--- src/rtl/nibble_serial_add_ctrl_pkg.sv ---
// Shared types and helpers for the nibble-serial adder front-end.
// Holds the controller state encoding and the nibble extraction function.
package nibadd_pkg;

    localparam int NIB_W     = 4;
    localparam int NIB_MAX_W = 256;

    typedef enum logic [1:0] {
        IDLE = 2'd0,
        RUN  = 2'd1,
        DONE = 2'd2
    } state_e;

    function automatic logic [NIB_W-1:0] nib_sel(input logic [NIB_MAX_W-1:0] vec,
                                                 input int unsigned k);
        nib_sel = vec[k*NIB_W +: NIB_W];
    endfunction

endpackage

--- src/rtl/nibble_serial_add_ctrl.sv ---
// Drives an external 4-bit adder slice one nibble per cycle (LSB first),
// chaining the carry through a register and returning the full-width sum.
module nibble_serial_add_ctrl
    import nibadd_pkg::*;
#(
    parameter int WIDTH = 16
) (
    input  logic             clk,
    input  logic             rst_n,
    input  logic             in_valid,
    output logic             in_ready,
    input  logic [WIDTH-1:0] in_a,
    input  logic [WIDTH-1:0] in_b,
    input  logic             in_cin,
    output logic [3:0]       slice_a,
    output logic [3:0]       slice_b,
    output logic             slice_cin,
    input  logic [3:0]       slice_sum,
    input  logic             slice_cout,
    output logic             out_valid,
    input  logic             out_ready,
    output logic [WIDTH-1:0] out_sum,
    output logic             out_cout
);

    localparam int NNIB  = WIDTH / NIB_W;
    localparam int CNT_W = (NNIB > 1) ? $clog2(NNIB) : 1;

    if ((WIDTH % NIB_W) != 0 || WIDTH < NIB_W || WIDTH > NIB_MAX_W) begin : g_bad_width
        $error("nibble_serial_add_ctrl: WIDTH must be a multiple of 4 in [4, 256]");
    end

    state_e               state_r;
    state_e               state_nx_s;
    logic [CNT_W-1:0]     cnt_r;
    logic                 carry_r;
    logic [WIDTH-1:0]     a_r;
    logic [WIDTH-1:0]     b_r;
    logic [WIDTH-1:0]     res_r;
    logic                 load_s;
    logic                 step_s;
    logic                 last_s;
    logic [NIB_MAX_W-1:0] a_ext_s;
    logic [NIB_MAX_W-1:0] b_ext_s;

    assign last_s = (cnt_r == CNT_W'(NNIB - 1));

    // Zero-extend operands to the helper's fixed vector width.
    always_comb begin
        a_ext_s = '0;
        b_ext_s = '0;
        a_ext_s[WIDTH-1:0] = a_r;
        b_ext_s[WIDTH-1:0] = b_r;
    end

    // State register.
    always_ff @(posedge clk or negedge rst_n) begin
        if (!rst_n) begin
            state_r <= IDLE;
        end else begin
            state_r <= state_nx_s;
        end
    end

    // Next-state, handshake and slice-drive decode.
    always_comb begin
        state_nx_s = state_r;
        load_s     = 1'b0;
        step_s     = 1'b0;
        in_ready   = 1'b0;
        out_valid  = 1'b0;
        slice_a    = 4'h0;
        slice_b    = 4'h0;
        slice_cin  = 1'b0;
        case (state_r)
            IDLE: begin
                in_ready = 1'b1;
                if (in_valid) begin
                    load_s     = 1'b1;
                    state_nx_s = RUN;
                end else begin
                    state_nx_s = IDLE;
                end
            end
            RUN: begin
                step_s    = 1'b1;
                slice_a   = nib_sel(a_ext_s, 32'(cnt_r));
                slice_b   = nib_sel(b_ext_s, 32'(cnt_r));
                slice_cin = carry_r;
                if (last_s) begin
                    state_nx_s = DONE;
                end else begin
                    state_nx_s = RUN;
                end
            end
            DONE: begin
                out_valid = 1'b1;
                in_ready  = out_ready;
                // Consuming and accepting on the same edge avoids an IDLE bubble.
                if (out_ready && in_valid) begin
                    load_s     = 1'b1;
                    state_nx_s = RUN;
                end else if (out_ready) begin
                    state_nx_s = IDLE;
                end else begin
                    state_nx_s = DONE;
                end
            end
            default: begin
                state_nx_s = IDLE;
            end
        endcase
    end

    // Operand capture, carry chaining and result nibble assembly.
    always_ff @(posedge clk or negedge rst_n) begin
        if (!rst_n) begin
            a_r     <= '0;
            b_r     <= '0;
            res_r   <= '0;
            carry_r <= 1'b0;
            cnt_r   <= '0;
        end else if (load_s) begin
            a_r     <= in_a;
            b_r     <= in_b;
            carry_r <= in_cin;
            cnt_r   <= '0;
        end else if (step_s) begin
            res_r[int'(cnt_r)*NIB_W +: NIB_W] <= slice_sum;
            carry_r <= slice_cout;
            if (last_s) begin
                cnt_r <= cnt_r;
            end else begin
                cnt_r <= cnt_r + CNT_W'(1);
            end
        end else begin
            a_r     <= a_r;
            b_r     <= b_r;
            res_r   <= res_r;
            carry_r <= carry_r;
            cnt_r   <= cnt_r;
        end
    end

    assign out_sum  = res_r;
    assign out_cout = carry_r;

endmodule

--- config.mk ---
export PLATFORM = sky130hd
export DESIGN_NAME = nibble_serial_add_ctrl
export DESIGN_NICKNAME = d
export VERILOG_FILES = /design/src/rtl/nibble_serial_add_ctrl_pkg.sv /design/src/rtl/nibble_serial_add_ctrl.sv
export SDC_FILE = /design/constraint.sdc
export NUM_CORES = 1
export LEC_CHECK = 0
export ABC_AREA = 0
export BUFFER_PORTS_ARGS = -buffer_cell sky130_fd_sc_hd__buf_4
export CAP_MARGIN = 20
export CELL_PAD_IN_SITES_DETAIL_PLACEMENT = 2
export CELL_PAD_IN_SITES_GLOBAL_PLACEMENT = 2
export CORE_ASPECT_RATIO = 1.1
export CORE_MARGIN = 2
export CORE_UTILIZATION = 34
export DETAILED_ROUTE_END_ITERATION = 10
export PLACE_DENSITY_LB_ADDON = 0.15
export SYNTH_ARGS = -nofsm -noshare
export SYNTH_HDL_FRONTEND = slang
export SYNTH_SLANG_ARGS = --single-unit
--- constraint.sdc ---
create_clock -name clk -period 2.2 [get_ports clk]
set_input_delay 0.33 -clock clk [delete_from_list [all_inputs] [get_ports clk]]
set_output_delay 0.33 -clock clk [all_outputs]
set_load 0.05 [all_outputs]
# Word-level counts from Yosys, hierarchy flattened
# Cells that the tools add are included.
# totals
regBits,53
inputBits,42
ramBits,0
out_inout_bits,28
wordCells,42
latch_bits,0
mem_count,0
romBits,0
# classes
n_eq_ne,4
magnitude_cmp,0
mul,0
muxes,20
shifts,4
addsub,2
bitwise_logic,1
n_reduce_logical,5
div,0
# op_table
operator,n
$shiftx 256x5->4,2
$neg 4->33,1
$shift 4x33->16 const A,1
$shiftx 4x33->16,1
$bwmux 16,1
$mux 2,6
$mux 1,8
$mux 4,2
$pmux 2 s3,1
$eq 2x2->1 const B,2
$pmux 1 s2,2
$reduce_and 2->1,2
$add 2x1->2 const B,1
$eq 2x1->1 const B,1
$logic_not 2->1,1
$ne 2x2->1 const B,1
$reduce_bool 2->1,1
$logic_and 1x1->1,1
$not 1->1,1

# Logic depth before layout (Yosys ltp)
# depth
depth_word,5
mapped_depth,6
mapped_depth_nobuf,5

# Least setup slack after synthesis
# OpenSTA, ideal clock, no wires.
# synth_path
kind,register -> output
startpoint,reg cnt_r[0]
endpoint,out slice_a[1]
slack_ps,194
path_stages_with_launch,4
arrival_ps,1676
required_ps,1870
cell_sequence,dfrtp_1 buf_6 mux4_2 nor2b_1
# synth_between
elab_chain_len,2
# synth_lines
element,line_no,source
start: declaration,nibble_serial_add_ctrl.sv:35,logic [CNT_W-1:0] cnt_r;
start signal: assignment,nibble_serial_add_ctrl.sv:132,cnt_r <= cnt_r;
start signal: assignment,nibble_serial_add_ctrl.sv:134,cnt_r <= cnt_r + CNT_W'(1);
start signal: assignment,nibble_serial_add_ctrl.sv:141,cnt_r <= cnt_r;
$shiftx 256x5->4,nibble_serial_add_ctrl_pkg.sv:16,nib_sel = vec[k*NIB_W +: NIB_W];
$mux 4,nibble_serial_add_ctrl.sv:75,case (state_r)
end: declaration,nibble_serial_add_ctrl.sv:15,"output logic [3:0] slice_a,"
# No other way between the ends.

# Worst setup path in the final report
# layout_path
startpoint,reg cnt_r[0]
endpoint,out slice_a[0]
# The elaborated chain is that of the path after synthesis.

==> results.md <==
- The hold violation count in the final report is 0.
- In this run, CTS created clock tree buffers numbering 5.
- The required time at the worst-slack endpoint is 1.87 ns.
- At the pin with the least slew margin, the transition time is 0.688 ns.
- The number of fill cells in the layout is 721.
- The source-to-sink clock delay at the later pin of the worst-skew pair is 0.30 ns.
- The die extent in x is 85.2 um.
- The fraction of layout cells with a size suffix above 1 is 52.0%.
- The met3 routing resource usage after global routing is 2.74%.
- In the final routed layout, each cell accounts on average for 17.1 um.
- The cell count of the worst reg-to-reg path is 5.
- Across every metal layer, demand over resource in global routing totals 15.6%.
- The max-slew violation count came to 0.
- The met2 track utilization from global routing is 27.3%.
- Summed over all cells, the static leakage comes to 1.45 nW.
- Of the total power, the share spent switching nets is 44.0%.
- The most common library cell in the layout ignoring fill and taps is sky130_fd_sc_hd__buf_4.
- The count of maximum capacitance violations is 0.
- After detailed routing, the number of vias per cell comes to 4.98.
- Combinational logic burns 55.6% of the power.
- The class of the most critical hold timing path is in -> async.
- The number of placed I/O pins is 70.
- Buffers placed on the I/O ports in this run total 69.
- The worst slack on hold paths is 0.0533 ns.
- The met1 capacity usage during global routing is 19.5%.
- After floorplanning, the core was sized to cover 0.00701 mm^2.
- The most used routing layer is met2.
- The maximum net fanout on the critical path is 12.
- In this run the core area contains 32 standard-cell rows.
- The HPWL reported at the end of detailed placement is 4260 um.
- The capture point of the worst reg-to-reg path is out_sum[8]$_DFFE_PN0P_.
- At the end of routability-driven placement, the weighted congestion stood at 0.689.
- The sort of element at the start of the critical path is a register.
- The floorplan step defined a die boundary enclosing 0.00796 mm^2.
- The final period demand of the worst path is 2.08 ns.
- The post-route total power is 5.41 mW.
- Static timing analysis puts the maximum clock frequency at 480 MHz.
- After clock tree synthesis, the clock-pin slew on the worst setup and hold paths is 0.10 ns.
- For this run, the number of Yosys warnings is 0.
- The maximum number of pins on one net before global-route repair is 54.
- From synthesis to final layout, the design area changed by 29.1%.
- Prior to clock tree synthesis, the placed netlist has a worst setup slack of 0.286 ns.
- Setup repair after global routing left no endpoint under its margin.
- Gates resized during post-CTS repair numbered 1.
- The critical path capture point type is an output port.
- The wire length of the first global-routing pass is 9520 um.
- The number of failing setup endpoints in the final timing report is 0.
- The sum of routed wire length over all layers is 5730 um.
- The run finished with clean final reports.
- Summed over all nets, the switching power comes to 2.38 mW.
- CTS built an H-tree with a depth of 2.
- The worst register-to-register path begins at cnt_r[1]$_DFFE_PN0P_.
- The minimum setup slack in the final design is 0.116 ns.
- After technology mapping, the gate count stands at 177.
- The worst slew margin relative to its limit is 54.1%.
- The clock share of power is 12.4%.
- Summing over every cut layer, the via total after detailed routing is 1669.
- The starting density of the core is 35.2%.
- The post-route core utilization is 45.5%.
- The power per cell area is 1700 mW/mm^2.
- The synthesized area divided by synthesized cell count is 13.9 um^2.
- Counting along the longest clock path gives a buffer depth of 2.
- The pre-antenna-repair detailed-routing pass consisted of 4 iterations.
- The number of antenna violations at the first check in global routing came to 0.
- TritonCTS built the clock tree.
- Summed over all layers, the global routing overflow is 0.
- Buffers added to address setup during post-CTS repair amount to 0.
- Counting every net in the synthesized netlist gives 225.
- The total DRC errors in the routed layout is 0.
- After synthesis the netlist holds a flip-flop and latch count of 53.
- IR analysis of the VDD net gives a maximum drop of 0.000663 V.
- The internal power of the cells totals 3.03 mW.
- Clock skew on the completed layout was measured at 0.00755 ns.
- In the layout the commonest cells are 71 x sky130_fd_sc_hd__buf_4, 53 x sky130_fd_sc_hd__dfrtp_1, 33 x sky130_fd_sc_hd__mux2_2.
- The netlist uses 25 different library cells.
- For the final routed database, the setup TNS stands at 0 ns.
- At the end of the flow, the number of nets in the layout was 297.
- For this design, the CTS-stage hold fixing added 0 buffers.
- Of the synthesized area, sequential elements account for 53.7%.
- The clock sink count is 53.
- The worst path uses 94.7% of the clock period.
- The count of nets left with antenna violations once routing finished came out at 0.
- The worst-case register-to-register setup slack is 0.33 ns.
- Summing every instance area after synthesis gives 0.00247 mm^2.
- The clock tree root driver cell is sky130_fd_sc_hd__clkbuf_8.
- The first routing iteration left 61 violations.
- The die boundary height is 93.4 um.
- The data arrival time at the worst-slack endpoint is 1.75 ns.
- The number of global-route vias before repair came to 1865.
- The repair_antennas step left the layout with diodes totalling 0.
- The portion of total power attributed to sequential cells is 32.0%.
- The setup path with the least slack is of type reg -> out.
state kept, by name (all words and copies together) (netlist names):
| register | cells |
|---|---|
| out_sum | 16 |
| b_r | 16 |
| state_r | 2 |
| out_cout | 1 |
| cnt_r | 2 |
| a_r | 16 |
cells by family (layout without fill, tap and decap cells):
logic type / count (synthesis) / after routing / synth area share (%)
buffers and inverters: 14 / 87 / 3.80
muxes: 42 / 42 / 22.8
and+or+nand+nor: 40 / 40 / 10.0
DFF: 53 / 53 / 53.7
AOI/OAI and AO/OA: 21 / 21 / 6.23
adders and majority gates: 6 / 6 / 3.04
xor gates and xnor gates: 1 / 1 / 0.355
worst max-delay path, stage by stage (launching register included):
cell and delay [ns]:
sky130_fd_sc_hd__dfrtp_1 0.41, sky130_fd_sc_hd__buf_8 0.19, sky130_fd_sc_hd__mux4_2 0.50, sky130_fd_sc_hd__nor2b_1 0.15
sky130_fd_sc_hd__buf_4 0.20
metrics by stage:
stage               area [um^2]  cells
detailed placement         3060    327
global placement           3060    327
finish                     3190    335
floorplan                  2470    177
global route               3190    335
CTS                        3180    335
metal layers:
metal	vias to the layer above	share of wire [%]
met5	-	0
met3	5	3.8
met1	847	42
met2	43	52
li1	774	-
met4	0	1.3
worst max-delay path by stage:
stage | from | end | cells past startpoint
finish | cnt_r[0]$_DFFE_PN0P_ | slice_a[0] | 4
global route | cnt_r[0]$_DFFE_PN0P_ | slice_a[2] | 4
CTS | state_r[0]$_DFF_PN0_ | slice_b[3] | 3
detailed placement | cnt_r[1]$_DFFE_PN0P_ | out_sum[10]$_DFFE_PN0P_ | 5
global placement | state_r[1]$_DFF_PN0_ | out_cout$_DFFE_PN0P_ | 3
floorplan | cnt_r[0]$_DFFE_PN0P_ | slice_a[1] | 3
cell usage after synthesis:
| master | n | area share (%) |
|---|---|---|
| sky130_fd_sc_hd__ha_1 | 6 | 3.0 |
| sky130_fd_sc_hd__nand2_1 | 17 | 2.6 |
| sky130_fd_sc_hd__nand2b_1 | 1 | 0.25 |
| sky130_fd_sc_hd__nor4b_2 | 2 | 1.2 |
| sky130_fd_sc_hd__a22o_1 | 8 | 2.8 |
| sky130_fd_sc_hd__clkbuf_1 | 2 | 0.30 |
| sky130_fd_sc_hd__mux2_1 | 1 | 0.46 |
| sky130_fd_sc_hd__buf_6 | 5 | 2.3 |
| sky130_fd_sc_hd__nor3b_1 | 1 | 0.30 |
| sky130_fd_sc_hd__mux2_2 | 33 | 15 |
| sky130_fd_sc_hd__nor2_1 | 2 | 0.30 |
| sky130_fd_sc_hd__mux4_2 | 8 | 7.3 |
| sky130_fd_sc_hd__o21ai_0 | 9 | 1.8 |
| sky130_fd_sc_hd__a21oi_1 | 2 | 0.41 |
| sky130_fd_sc_hd__a211oi_4 | 1 | 0.81 |
| sky130_fd_sc_hd__buf_4 | 1 | 0.30 |
| sky130_fd_sc_hd__inv_1 | 6 | 0.91 |
| sky130_fd_sc_hd__nand3b_1 | 4 | 1.2 |
| sky130_fd_sc_hd__or2_2 | 2 | 0.51 |
| sky130_fd_sc_hd__and4bb_2 | 1 | 0.51 |
| sky130_fd_sc_hd__dfrtp_1 | 53 | 54 |
| sky130_fd_sc_hd__nor2b_1 | 9 | 2.3 |
| sky130_fd_sc_hd__xnor2_1 | 1 | 0.35 |
| sky130_fd_sc_hd__o2bb2ai_1 | 1 | 0.35 |
| sky130_fd_sc_hd__nor4_4 | 1 | 0.86 |
power groups by stage:
stage	sequential (mW)	combinational, mW	clock [mW]
global placement	1.73	2.98	0
floorplan	2.07	1.87	0
global route	1.81	3.21	0.737
finish	1.73	3.01	0.668
detailed placement	1.76	3.04	0
CTS	1.74	3.05	0.700
layout make-up:
| type | instances | area [um^2] | area share [%] |
|---|---|---|---|
| Timing Repair Buffer | 73 | 568 | 17.8 |
| Multi-Input combinational cell | 110 | 1050 | 33.0 |
| Clock buffer | 5 | 68.8 | 2.16 |
| Clock inverter | 3 | 43.8 | 1.37 |
| Sequential cell | 53 | 1330 | 41.6 |
| Tap cell | 85 | 106 | 3.34 |
| Inverter | 6 | 22.5 | 0.707 |
Note: power is estimated with default switching activity, not from simulation.
